File: src/rtl/parking_pkg.sv
// Shared types and constants for the parking lane gate arbiter.
// Pure definitions, no logic.
package parking_pkg;
   localparam int OCC_W        = 5;
   localparam int TMR_W        = 8;
   localparam int DEF_CAPACITY = 25;
   localparam int DEF_TIMEOUT  = 8;

   typedef enum logic [1:0] {
      IDLE     = 2'd0,
      IN_OPEN  = 2'd1,
      OUT_OPEN = 2'd2,
      CLOSE    = 2'd3
   } state_t;

   typedef enum logic {
      DIR_IN  = 1'b0,
      DIR_OUT = 1'b1
   } dir_t;
endpackage

File: src/rtl/parking_lane_arbiter_gate_timer.sv
// Open-cycle timer: clear wins over enable, saturates at TIMEOUT-1 where done is high.
// Count is registered; done is decoded from it in the same cycle; no backpressure.
module gate_timer
   import parking_pkg::*;
#(
   parameter int TIMEOUT = DEF_TIMEOUT
) (
   input  logic clk,
   input  logic reset,
   input  logic i_clear,
   input  logic i_enable,
   output logic o_done
);
   logic [TMR_W-1:0] r_count;
   logic             w_done;

   assign w_done = (r_count == TMR_W'(TIMEOUT - 1));
   assign o_done = w_done;

   always_ff @(posedge clk or negedge reset) begin
      if (!reset) begin
         r_count <= '0;
      end else if (i_clear) begin
         r_count <= '0;
      end else if (i_enable && !w_done) begin
         r_count <= r_count + 1'b1;
      end
   end
endmodule

File: src/rtl/parking_lane_arbiter.sv
// Entry/exit gate arbiter with occupancy count; grant one cycle after the request is sampled.
// Ineligible requests (full/empty) stay pending; a new grant never issues during CLOSE.
module parking_lane_arbiter
   import parking_pkg::*;
#(
   parameter int CAPACITY = DEF_CAPACITY,
   parameter int TIMEOUT  = DEF_TIMEOUT
) (
   input  logic             clk,
   input  logic             reset,
   input  logic             req_in,
   input  logic             req_out,
   input  logic             car_entered,
   input  logic             car_exited,
   output logic             gate_in_open,
   output logic             gate_out_open,
   output logic             grant_in,
   output logic             grant_out,
   output logic             inc,
   output logic             dec,
   output logic [OCC_W-1:0] occupancy,
   output logic             full,
   output logic             empty,
   output logic             busy,
   output logic             timeout_err
);
   state_t           r_state;
   dir_t             r_last;
   logic             r_armed;
   logic [OCC_W-1:0] r_occ;
   logic             r_gate_in;
   logic             r_gate_out;
   logic             r_grant_in;
   logic             r_grant_out;
   logic             r_inc;
   logic             r_dec;
   logic             r_tmo;
   logic             r_busy;

   logic             w_full;
   logic             w_empty;
   logic             w_elig_in;
   logic             w_elig_out;
   logic             w_arb;
   logic             w_pick_in;
   logic             w_pick_out;
   logic             w_grant;
   logic             w_open;
   logic             w_tmr_done;

   assign w_full     = (r_occ == OCC_W'(CAPACITY));
   assign w_empty    = (r_occ == '0);
   assign w_elig_in  = req_in  & ~w_full;
   assign w_elig_out = req_out & ~w_empty;

   // r_armed keeps the first edge after reset release from granting.
   assign w_arb      = (r_state == IDLE) & r_armed;
   assign w_pick_in  = w_arb & w_elig_in  & (~w_elig_out | (r_last == DIR_OUT));
   assign w_pick_out = w_arb & w_elig_out & (~w_elig_in  | (r_last == DIR_IN));
   assign w_grant    = w_pick_in | w_pick_out;
   assign w_open     = (r_state == IN_OPEN) | (r_state == OUT_OPEN);

   gate_timer #(
      .TIMEOUT (TIMEOUT)
   ) u_timer (
      .clk      (clk),
      .reset    (reset),
      .i_clear  (w_grant),
      .i_enable (w_open),
      .o_done   (w_tmr_done)
   );

   always_ff @(posedge clk or negedge reset) begin
      if (!reset) begin
         r_state     <= IDLE;
         r_last      <= DIR_OUT;
         r_armed     <= 1'b0;
         r_occ       <= '0;
         r_gate_in   <= 1'b0;
         r_gate_out  <= 1'b0;
         r_grant_in  <= 1'b0;
         r_grant_out <= 1'b0;
         r_inc       <= 1'b0;
         r_dec       <= 1'b0;
         r_tmo       <= 1'b0;
         r_busy      <= 1'b0;
      end else begin
         r_armed     <= 1'b1;
         r_grant_in  <= 1'b0;
         r_grant_out <= 1'b0;
         r_inc       <= 1'b0;
         r_dec       <= 1'b0;
         r_tmo       <= 1'b0;
         case (r_state)
            IDLE: begin
               if (w_pick_in) begin
                  r_state    <= IN_OPEN;
                  r_gate_in  <= 1'b1;
                  r_grant_in <= 1'b1;
                  r_last     <= DIR_IN;
                  r_busy     <= 1'b1;
               end else if (w_pick_out) begin
                  r_state     <= OUT_OPEN;
                  r_gate_out  <= 1'b1;
                  r_grant_out <= 1'b1;
                  r_last      <= DIR_OUT;
                  r_busy      <= 1'b1;
               end
            end
            // A pass on the final timer cycle wins over the timeout.
            IN_OPEN: begin
               if (car_entered) begin
                  r_state   <= CLOSE;
                  r_gate_in <= 1'b0;
                  r_inc     <= 1'b1;
                  r_occ     <= r_occ + 1'b1;
               end else if (w_tmr_done) begin
                  r_state   <= CLOSE;
                  r_gate_in <= 1'b0;
                  r_tmo     <= 1'b1;
               end
            end
            OUT_OPEN: begin
               if (car_exited) begin
                  r_state    <= CLOSE;
                  r_gate_out <= 1'b0;
                  r_dec      <= 1'b1;
                  r_occ      <= r_occ - 1'b1;
               end else if (w_tmr_done) begin
                  r_state    <= CLOSE;
                  r_gate_out <= 1'b0;
                  r_tmo      <= 1'b1;
               end
            end
            CLOSE: begin
               r_state <= IDLE;
               r_busy  <= 1'b0;
            end
            default: begin
               r_state    <= IDLE;
               r_gate_in  <= 1'b0;
               r_gate_out <= 1'b0;
               r_busy     <= 1'b0;
            end
         endcase
      end
   end

   assign gate_in_open  = r_gate_in;
   assign gate_out_open = r_gate_out;
   assign grant_in      = r_grant_in;
   assign grant_out     = r_grant_out;
   assign inc           = r_inc;
   assign dec           = r_dec;
   assign occupancy     = r_occ;
   assign full          = w_full;
   assign empty         = w_empty;
   assign busy          = r_busy;
   assign timeout_err   = r_tmo;
endmodule

File: config.mk
export PLATFORM = sky130hd
export DESIGN_NAME = parking_lane_arbiter
export DESIGN_NICKNAME = d
export VERILOG_FILES = /design/src/rtl/parking_pkg.sv /design/src/rtl/parking_lane_arbiter_gate_timer.sv /design/src/rtl/parking_lane_arbiter.sv
export SDC_FILE = /design/constraint.sdc
export NUM_CORES = 1
export LEC_CHECK = 0
export ABC_AREA = 1
export CORE_MARGIN = 1.5
export CORE_UTILIZATION = 50
export CTS_BUF_LIST = sky130_fd_sc_hd__clkbuf_4
export DETAILED_ROUTE_END_ITERATION = 6
export GPL_ROUTABILITY_DRIVEN = 0
export PLACE_DENSITY = 0.74
export SETUP_SLACK_MARGIN = 0.2
export SYNTH_ARGS = -nofsm -noshare
export SYNTH_HDL_FRONTEND = slang
export SYNTH_SLANG_ARGS = --single-unit
File: constraint.sdc
create_clock -name clk -period 4.6 [get_ports clk]
set_input_delay 0.69 -clock clk [delete_from_list [all_inputs] [get_ports clk]]
set_output_delay 0.69 -clock clk [all_outputs]
set_load 0.01 [all_outputs]
Yosys cells after proc, flatten, opt, wreduce, memory -nomap -nowiden. Cells that the tools add are included.

Reduce and logical (&&, ||, !) cells: 15. Add/sub/neg operators: 3. Eq/ne operators: 13. Bitwise logic cells: 16. Muxes and demuxes: 35.

Operators with widths (count): $mux 1 (20); $mux 8 (2); $reduce_bool 2->1 (6); $mux 2 (5); $mux 5 (2); $ne 2x2->1 const B (5); $pmux 5 s2 (1); $add 8x1->8 const B (1); $eq 8x3->1 const B (1); $pmux 1 s2 (4); $pmux 2 s4 (1); $and 1x1->1 (7); $ne 3x2->1 const B (2); $reduce_and 3->1 (2); $add 5x1->5 const B (1); $eq 5x5->1 const B (1); $logic_not 5->1 (1); $not 1->1 (5); $sub 5x1->5 const B (1); $eq 2x2->1 const B (2); $or 1x1->1 (4); $reduce_and 2->1 (2); $reduce_and 4->1 (1); $ne 3x3->1 const B (1); 4 further kinds (4).

Register bits after elaboration: 25. Output and inout bits: 15.

Longest topological paths before layout. Gate-level depths: netlist of run 1.

Depth after elaboration: 9. Gate-level depth with buffers: 11. Mapped depth without buffers: 11.

Hierarchy. Synthesis of run 1 repeated with hierarchy kept, for this count alone.

Cell total of the unflattened synthesis: 193. Area total of the unflattened synthesis: 1516.5 µm².

By module, submodules not included: parking_lane_arbiter (cells each 123, area an instance 998.5 µm², sequential area each 426.7 µm², instances 1); gate_timer (cells each 70, area an instance 518.0 µm², sequential area each 200.2 µm², instances 1).

Worst setup path before layout of run 1. Ideal clock, no wire load.

Path type: register -> register. Start point: reg r_state[0]. End point: reg r_occ[4], in the netlist occupancy[4]. Buffers on the path: 0. Data arrival time: 1.640 ns. Path slack: 2.837 ns. Period minus slack after synthesis: 1.763 ns. Cell stages (with the launch flop): 9. Required time: 4.477 ns. Setup time: 0.123 ns. Cell sequence: dfrtp_1 -> inv_1 -> ha_1 -> fa_1 -> a21oi_1 -> o21bai_1 -> xor2_1 -> nand2_1 -> o21ai_1.

Word-level cells in the longest chain between the ends: 3. Elaborated cells between the ends (all ways): 7.

Ends and longest elaborated chain: start: declaration (RTL line parking_lane_arbiter.sv:27) `state_t r_state;`; start signal: assignment (RTL line parking_lane_arbiter.sv:75) `r_state <= IDLE;`; start signal: assignment (RTL line parking_lane_arbiter.sv:97) `r_state <= IN_OPEN;`; start signal: assignment (RTL line parking_lane_arbiter.sv:103) `r_state <= OUT_OPEN;`; $eq 2x2->1 / $eq 2x1->1 (equally long branches) (RTL line parking_lane_arbiter.sv:94) `case (r_state)`; $ne 2x2->1 (no line) / $reduce_bool 2->1 (equally long branches); $reduce_and 3->1 (no line); end signal: assignment (RTL line parking_lane_arbiter.sv:116) `r_occ <= r_occ + 1'b1;`; end signal: assignment (RTL line parking_lane_arbiter.sv:128) `r_occ <= r_occ - 1'b1;`; end: declaration (RTL line parking_lane_arbiter.sv:30) `logic [OCC_W-1:0] r_occ;`.

Several ways; a longest one is shown, not always the timed one. A chain may end at the register's enable or synchronous reset.

Worst setup path after layout of run 1.
Start point: reg r_occ[3], in the netlist occupancy[3]. End point: out empty.

Word-level cells in the longest chain between the ends: 1.

Ends and longest elaborated chain: $logic_not 5->1 (RTL line parking_lane_arbiter.sv:52) `assign w_empty = (r_occ == '0);`; end: declaration (RTL line parking_lane_arbiter.sv:23) `output logic empty,`.

Every way passes these cells.

==> results of run 1 <==
-- routing by layer --
layer	wire, µm	up-vias
li1	-	622
met1	1370	518
met2	1230	27
met3	106	6
met4	40	0
met5	0	-
-- flip-flops by register name, indices dropped and copies added (netlist names) --
name / flops
u_timer.r_count: 8
occupancy: 5
r_state: 2
busy: 1
dec: 1
gate_in_open: 1
gate_out_open: 1
grant_in: 1
grant_out: 1
inc: 1
r_armed: 1
r_last: 1
timeout_err: 1
-- through the flow --
stage                     std cells  util (%)  hold WS, ns
after floorplan                 183         -        0.394
after global placement          236      59.8        0.479
after detailed placement        236      59.8        0.484
after CTS                       240      60.8        0.515
after global routing            240      60.8        0.529
final                           240      60.8        0.513
-- worst paths after layout --
path / start / end / slack (ns)
min in group asynchronous: reset / occupancy[2] / 0.94
min: r_last / r_last / 0.51
min reg2reg: r_last / r_last / 0.51
max reg2reg: r_state[0] / occupancy[4] / 2.61
max: occupancy[3] / empty / 2.23
max in group asynchronous: reset / u_timer.r_count[1] / 3.00
-- cell type report --
class / instances / area, µm² / share of cell area (%)
Sequential cell: 25 / 627 / 34.3
Inverter: 30 / 113 / 6.16
Tap cell: 33 / 41.3 / 2.26
Clock buffer: 4 / 30.0 / 1.64
Multi-Input combinational cell: 128 / 816 / 44.7
Timing Repair Buffer: 20 / 200 / 11.0
-- cells by family after synthesis --
kind of cell             Yosys count
flip-flops                        25
adder cells (fa/ha/maj)           10
AND/OR/NAND/NOR                   94
other                              1
XOR/XNOR                           6
AO/OA/AOI/OAI                     17
buffers and inverters             30
-- power breakdown --
part	total, mW	switching [mW]	leakage (nW)	internal, mW
combinational	0.712	0.403	0.600	0.309
clock	0.105	0.0655	0.0184	0.0399
sequential	0.374	0.0743	0.318	0.299
-- worst register-to-register path: cells and delay by family, from the launching register on --
family | cells | cell delay, ns
AOI/OAI and AO/OA | 3 | 0.32
and+or+nand+nor | 1 | 0.06
xor gates and xnor gates | 1 | 0.15
buffers and inverters | 1 | 0.10
adders and majority gates | 2 | 0.83
DFF | 1 | 0.44
-- Yosys cell counts, types with 3 or more instances --
cell	n	area (µm²)
a21oi_1	7	35.0
dfrtp_1	24	601
ha_1	9	113
inv_1	22	82.6
inv_2	6	22.5
nand2_1	40	150
nand3_1	8	40.0
nand3_2	6	60.1
nor2_1	19	71.3
nor2_4	3	33.8
o21ai_1	7	35.0
xor2_1	5	43.8
==> results.py, run 1 <==
metrics = {
    "route": {
        "drc": 0,
        "num_vias": 1173,
        "ant_nets": 0,
        "drt_first_iter_violations": 47,
        "first_pass_iters": 4,
        "wl_per_cell_um": 11.5,
        "avgViaCountPerCell": 4.89,
        "drt_wl_total_mm": 2.75,
    },
    "yosys": {
        "synthSimpleGateAreaFrac_pct": 34.3,
        "yosysSeqAreaShare_pct": 40.3,
        "yosys.area_share.adder_pct": 8.53,
        "ys_ff_latch": 25,
        "synth_cell_type_count": 30,
        "syn_area_per_cell_um2": 8.50,
        "synth_edf_count": 0,
        "synth-xor-area-share_pct": 3.38,
        "synth_area_um2": 1560,
        "synthMuxAreaShare_pct": 0,
        "syn_nets": 199,
        "synthArstFlopShare_pct": 100,
        "synth_warnings": 0,
        "synth_compound_area_share_pct": 6.03,
        "synth_top_family_by_area": "simple AND/OR/NAND/NOR gates",
        "synth-main-ff-cell": "dfrtp_1",
        "synth_cells": 183,
    },
    "pwr": {
        "powerDensity_nw_per_um2": 652,
        "p_leak_nw": 0.936,
        "p_total_mw": 1.19,
        "peakVddDrop_mv": 0.307,
    },
    "floorplanning": {
        "die_area_um2": 3450,
        "floorplan.initialDensity_pct": 51.8,
        "top_level_ports": 21,
        "core_um2": 3000,
        "die_y_um": 58.8,
        "rows": 20,
        "die_w_um": 58.8,
    },
    "global_routing": {
        "grt_overflow": 0,
        "antenna_found_initial": 0,
        "met3_usage_pct": 4.18,
        "grt_max_degree": 26,
        "met1_usage_pct": 24.4,
        "grt.met2_usage_pct": 28.3,
        "grt_pass1_wl_mm": 4.76,
        "busiest_layer": "met2",
        "grt_use_total_pct": 18.0,
        "grt_pass1_vias": 1105,
    },
    "sta": {
        "fin_tns_setup_ns": 0,
        "setup_viol": 0,
        "fin_crit_sh_pct": 51.5,
        "fmax_mhz": 422,
        "rsz0062_at_grt": "no",
        "fin_skew_ns": 0.00887,
        "worst_slack_ns": 2.23,
        "drv_slew": 0,
        "layout_min_cycle_time_ns": 2.37,
        "hold_viol": 0,
        "slew_headroom_pct": 26.5,
        "tightest_slew_ns": 1.10,
    },
    "worst_setup_path": {
        "slowest_stage": "clkdlybuf4s50_1",
        "reg2regPathDepth": 8,
        "crit_path_end_kind": "output port",
        "cp-start-kind": "register",
        "critPathMaxFanout": 6,
        "path_delay_family": "buffers and inverters",
        "crit_path_cell_trace": "nor2_1 > nand3_2 > inv_1 > clkdlybuf4s50_1",
        "critical_path_required_ns": 3.91,
        "worst-path-buf-inv": 2,
        "critPathArrivalTime_ns": 1.68,
        "path_depth": 4,
        "critPathMaxStageDelay_ns": 0.52,
        "path_class": "reg2out",
    },
    "placement": {
        "io_buffers": 20,
        "hpwl_mm": 2.12,
        "dp_slack_ns": 2.59,
        "place_area_um2": 1800,
    },
    "clocking": {
        "path_clk_slew_ns": 0.14,
        "cts_buffers": 3,
        "ctsHtreeMaxLevel": 1,
        "clk_latency_ns": 0.32,
        "clockBufferDepth": 2,
        "clock_sinks": 25,
        "cts_tree": "done",
        "cts_resized": 0,
        "root_buffer": "clkbuf_4",
        "holdBufCountCts": 0,
        "post-cts-setup-buffers": 0,
    },
    "layout": {
        "design_area_um2": 1830,
        "n_fill_cell": 277,
        "area_delta_synth_final_pct": 17.5,
        "antenna-diode-count": 0,
        "layout_common_cells": "40 x nand2_1, 24 x dfrtp_1, 22 x inv_1",
        "final_common_cell": "nand2_1",
        "final_net_count": 224,
        "drive_above_1_share_pct": 17.4,
    },
    "flow_run": {
        "maxCapViolCount": 0,
    },
    "min_path": {
        "hold_depth": 2,
        "hp-class": "reg2reg",
    },
    "run_status": {
        "outcome": "finished clean",
    },
}
Power figures use the tool's default switching activity.
==> inputs of run 2 (changes only) <==
--- a/config.mk
+++ b/config.mk
@@ -11,7 +11,7 @@
 export CTS_BUF_LIST = sky130_fd_sc_hd__clkbuf_4
 export DETAILED_ROUTE_END_ITERATION = 6
 export GPL_ROUTABILITY_DRIVEN = 0
-export PLACE_DENSITY = 0.74
+export PLACE_DENSITY = 0.77
 export SETUP_SLACK_MARGIN = 0.2
 export SYNTH_ARGS = -nofsm -noshare
 export SYNTH_HDL_FRONTEND = slang
==> constraint.sdc (replaced) <==
create_clock -name clk -period 1.9 [get_ports clk]
set_input_delay 0.285 -clock clk [delete_from_list [all_inputs] [get_ports clk]]
set_output_delay 0.285 -clock clk [all_outputs]
set_load 0.01 [all_outputs]
==> results.py, run 2 (synthesis results as in run 1) <==
metrics = {
    "worst_setup_path": {
        "crit_path_end_kind": "register",
        "path_class": "reg2reg",
        "reg2regPathDepth": 8,
        "reg2reg_slack_ns": 0.09,
        "cp-start-kind": "register",
        "critPathArrivalTime_ns": 2.06,
        "r2r-start": "r_state[1]",
        "critical_path_required_ns": 2.15,
        "r2r-end": "occupancy[4]",
        "critPathMaxFanout": 9,
    },
    "floorplanning": {
        "core_um2": 3000,
        "die_area_um2": 3450,
        "rows": 20,
        "die_w_um": 58.8,
        "die_y_um": 58.8,
        "floorplan.initialDensity_pct": 51.8,
        "top_level_ports": 21,
    },
    "sta": {
        "setup_viol": 0,
        "fin_crit_sh_pct": 95.2,
        "fmax_mhz": 553,
        "fin_skew_ns": 0.0104,
        "hold_viol": 0,
        "drv_slew": 0,
        "fin_tns_setup_ns": 0,
        "layout_min_cycle_time_ns": 1.81,
        "rsz0062_at_grt": "yes",
    },
    "clocking": {
        "clk_latency_ns": 0.32,
        "ctsHtreeMaxLevel": 1,
        "cts_tree": "done",
        "holdBufCountCts": 0,
        "clockBufferDepth": 2,
        "root_buffer": "clkbuf_4",
        "path_clk_slew_ns": 0.15,
        "clock_sinks": 25,
        "cts_buffers": 3,
    },
    "layout": {
        "drive_above_1_share_pct": 28.7,
        "regMostFlops": "u_timer.r_count",
        "final_net_count": 240,
        "largest_register_ffs": 8,
        "design_area_um2": 2010,
        "area_delta_synth_final_pct": 29.5,
        "final_common_cell": "nand2_1",
        "antenna-diode-count": 0,
        "layout_common_cells": "40 x nand2_1, 22 x dfrtp_1, 20 x inv_1",
        "final_cells": 256,
    },
    "route": {
        "ant_nets": 0,
        "drc": 0,
        "avgViaCountPerCell": 5.19,
        "first_pass_iters": 4,
        "num_vias": 1329,
        "wl_per_cell_um": 13.9,
        "drt_first_iter_violations": 40,
        "drt_wl_total_mm": 3.55,
    },
    "flow_run": {
        "maxCapViolCount": 0,
    },
    "global_routing": {
        "grt_use_total_pct": 19.8,
        "grt_pass1_vias": 1160,
        "grt_overflow": 0,
        "grt_max_degree": 26,
        "antenna_found_initial": 0,
        "grt_pass1_wl_mm": 5.24,
    },
    "run_status": {
        "outcome": "finished clean",
    },
    "min_path": {
        "hp-class": "in2async",
    },
    "pwr": {
        "powerDensity_nw_per_um2": 1640,
        "peakVddDrop_mv": 0.988,
        "p_leak_nw": 1.06,
    },
    "placement": {
        "dp_cells": 237,
        "io_buffers": 20,
        "hpwl_mm": 2.33,
        "place_area_um2": 1810,
    },
}
## run 2: where the power goes
group	switching (mW)	leakage (nW)	internal (mW)	total [mW]
sequential	0.136	0.316	0.729	0.865
combinational	1.22	0.726	0.975	2.20
clock	0.164	0.0139	0.0802	0.244
## run 2: worst max path at each step
| stage | slack (ns) | startpoint | endpoint | cells after the start |
|---|---|---|---|---|
| 3_5_place_dp | 0.07 | r_state[0] | occupancy[4] | 8 |
| 2_1_floorplan | 0.22 | r_state[0] | occupancy[4] | 8 |
| 3_3_place_gp | 0.17 | r_state[0] | occupancy[4] | 8 |
| 4_1_cts | 0.05 | occupancy[2] | empty | 4 |
| 5_1_grt | 0.06 | r_state[1] | occupancy[4] | 8 |
| 6_report | 0.09 | r_state[1] | occupancy[4] | 8 |
## run 2: stage by stage
stage                     utilization (%)  total power [mW]  worst slack, ns  hold WS (ns)
after floorplan                         -              2.15            0.220       -0.0106
after global placement               60.2              2.60            0.169         0.465
after detailed placement             60.2              2.68           0.0667         0.468
after CTS                            63.8              3.08           0.0452         0.314
after global routing                 67.1              3.58           0.0572         0.316
final                                67.1              3.31           0.0903         0.311
## run 2: routing by layer
layer | track usage, % | wire, µm | up-vias
li1 | - | - | 659
met1 | 27.5 | 1640 | 632
met2 | 31.3 | 1730 | 30
met3 | 3.08 | 120 | 8
met4 | 7.14 | 65 | 0
met5 | 0 | 0 | -
## run 2: worst max-delay path, stage by stage, from the launching register on
cell	delay [ns]
dfrtp_1	0.42
buf_4	0.15
ha_4	0.19
ha_1	0.38
a21oi_1	0.11
o21bai_1	0.19
xor2_1	0.17
nand2_1	0.06
o21ai_1	0.07
## run 2: cell type report
cell class              count  area [µm²]
clock buffers               3        22.5
multi-input cells         128         872
inverters                  30         116
clock inverters             1        7.51
flip-flops and latches     25         629
repair buffers             36         325
well taps                  33        41.3
fillers                   249         988
## run 2: repair_timing
item	4_1_cts	5_1_grt
pin swaps	1	3
setup buffers	8	7
resized for setup	7	14
endpoints found under the setup margin	4	22
==> inputs of run 3 (changes only) <==
--- a/config.mk
+++ b/config.mk
@@ -11,7 +11,7 @@
 export CTS_BUF_LIST = sky130_fd_sc_hd__clkbuf_4
 export DETAILED_ROUTE_END_ITERATION = 6
 export GPL_ROUTABILITY_DRIVEN = 0
-export PLACE_DENSITY = 0.77
+export PLACE_DENSITY = 0.81
 export SETUP_SLACK_MARGIN = 0.2
 export SYNTH_ARGS = -nofsm -noshare
 export SYNTH_HDL_FRONTEND = slang
==> results.py, run 3 (synthesis results as in run 1) <==
metrics = {
    "run_status": {
        "outcome": "finished clean",
    },
    "placement": {
        "io_buffers": 20,
        "dp_cells": 238,
        "hpwl_mm": 2.17,
    },
    "floorplanning": {
        "die_w_um": 58.8,
        "rows": 20,
        "floorplan.initialDensity_pct": 51.8,
        "die_y_um": 58.8,
        "top_level_ports": 21,
        "core_um2": 3000,
        "die_area_um2": 3450,
    },
    "layout": {
        "final_net_count": 236,
        "drive_above_1_share_pct": 27.4,
        "final_cells": 252,
        "final_common_cell": "nand2_1",
        "antenna-diode-count": 0,
        "regMostFlops": "u_timer.r_count",
        "layout_common_cells": "40 x nand2_1, 21 x inv_1, 20 x dfrtp_1",
        "largest_register_ffs": 8,
        "area_delta_synth_final_pct": 24.7,
    },
    "sta": {
        "fmax_mhz": 599,
        "hold_viol": 0,
        "fin_skew_ns": 0.00803,
        "fin_tns_setup_ns": 0,
        "rsz0062_at_grt": "yes",
        "setup_viol": 0,
        "fin_crit_sh_pct": 87.9,
        "layout_min_cycle_time_ns": 1.67,
        "drv_slew": 0,
    },
    "worst_setup_path": {
        "crit_path_end_kind": "register",
        "critPathMaxStageDelay_ns": 0.45,
        "crit_path_cell_trace": "ha_4 > ha_1 > a21oi_1 > o21bai_1 > xor2_1 > nand2_1 > o21ai_1",
        "worst-path-buf-inv": 0,
        "critical_path_required_ns": 2.16,
        "critPathMaxFanout": 5,
        "path_class": "reg2reg",
        "critPathArrivalTime_ns": 1.93,
        "cp-start-kind": "register",
        "path_delay_family": "adder cells",
        "slowest_stage": "dfrtp_1",
    },
    "pwr": {
        "seq_power_share_pct": 28.2,
        "power.switching_mw": 1.45,
        "p_int_mw": 1.71,
        "p_clk_share_pct": 8.0,
        "p_sw_share_pct": 45.9,
        "peakVddDrop_mv": 0.756,
        "p_leak_nw": 1.01,
        "powerDensity_nw_per_um2": 1630,
        "p_comb_share_pct": 63.8,
    },
    "flow_run": {
        "maxCapViolCount": 0,
    },
    "route": {
        "drt_first_iter_violations": 58,
        "first_pass_iters": 4,
        "drc": 0,
        "ant_nets": 0,
        "avgViaCountPerCell": 5.06,
        "drt_wl_total_mm": 3.25,
        "wl_per_cell_um": 12.9,
        "num_vias": 1275,
    },
    "min_path": {
        "hp-class": "in2async",
    },
    "clocking": {
        "cts_tree": "done",
        "holdBufCountCts": 0,
        "root_buffer": "clkbuf_4",
        "ctsHtreeMaxLevel": 1,
        "clockBufferDepth": 2,
        "clk_latency_ns": 0.32,
        "path_clk_slew_ns": 0.14,
        "clock_sinks": 25,
        "cts_buffers": 3,
    },
    "global_routing": {
        "grt_overflow": 0,
        "grt_pass1_wl_mm": 5.00,
        "grt_max_degree": 26,
        "grt_use_total_pct": 18.9,
        "antenna_found_initial": 0,
        "grt_pass1_vias": 1104,
    },
}
==> run 3: cell types whose count changed in the layout (fill, tap and decap cells not counted), sizes merged <==
cell and change:
dlygate4sd2 +1, inv +1, clkdlybuf4s50 -1, nor2 +1
buf -4, clkdlybuf4s15 +1, clkbuf +1, clkinvlp -2
dlymetal6s2s -2
==> run 3: final cells by class <==
type                            count  area (µm²)
Clock buffer                        4        30.0
Sequential cell                    25         632
Fill cell                         236        1060
Timing Repair Buffer               31         279
Inverter                           30         113
Tap cell                           33        41.3
Multi-Input combinational cell    129         845
==> run 3: routing by layer <==
| layer | up-vias | GRT usage, % | share of wire [%] |
|---|---|---|---|
| met2 | 43 | 29.4 | 45 |
| met5 | - | 0 | 0 |
| met1 | 577 | 27.5 | 49 |
| met4 | 0 | 6.49 | 2.2 |
| li1 | 644 | - | - |
| met3 | 11 | 2.20 | 3.0 |
==> run 3: power groups by stage <==
stage	clock network, mW	registers, mW	logic (mW)
5_1_grt	0.286	0.914	2.24
3_3_place_gp	0	0.911	1.71
3_5_place_dp	0	0.920	1.76
6_report	0.254	0.892	2.02
2_1_floorplan	0	0.933	1.22
4_1_cts	0.268	0.871	1.91
==> run 3: worst paths after layout <==
path	from	cells past startpoint	slack [ns]	endpoint
min	reset	2	0.31	r_state[1]
min in group clk	gate_out_open	2	0.50	gate_out_open
min reg2reg	gate_out_open	2	0.50	gate_out_open
max reg2reg	r_state[1]	7	0.23	occupancy[4]
max in group asynchronous	reset	2	1.30	r_last
max	r_state[1]	7	0.23	occupancy[4]
==> run 3: through the flow <==
stage	cell area, µm²	worst slack (ns)	hold WS [ns]	power (mW)	utilization [%]
after CTS	1900	0.206	0.306	3.05	63.3
after global placement	1810	0.205	0.468	2.62	60.4
after global routing	1940	0.165	0.326	3.44	64.6
final	1940	0.230	0.310	3.17	64.6
after floorplan	1560	0.220	-0.0106	2.15	-
after detailed placement	1810	0.141	0.472	2.68	60.4
==> run 3: what timing repair did <==
action                                  CTS  global route
endpoints found under the setup margin    4             8
pin swaps                                 0             1
buffers inserted                          8             1
cloned                                    0             1
gates resized for setup                   7            12
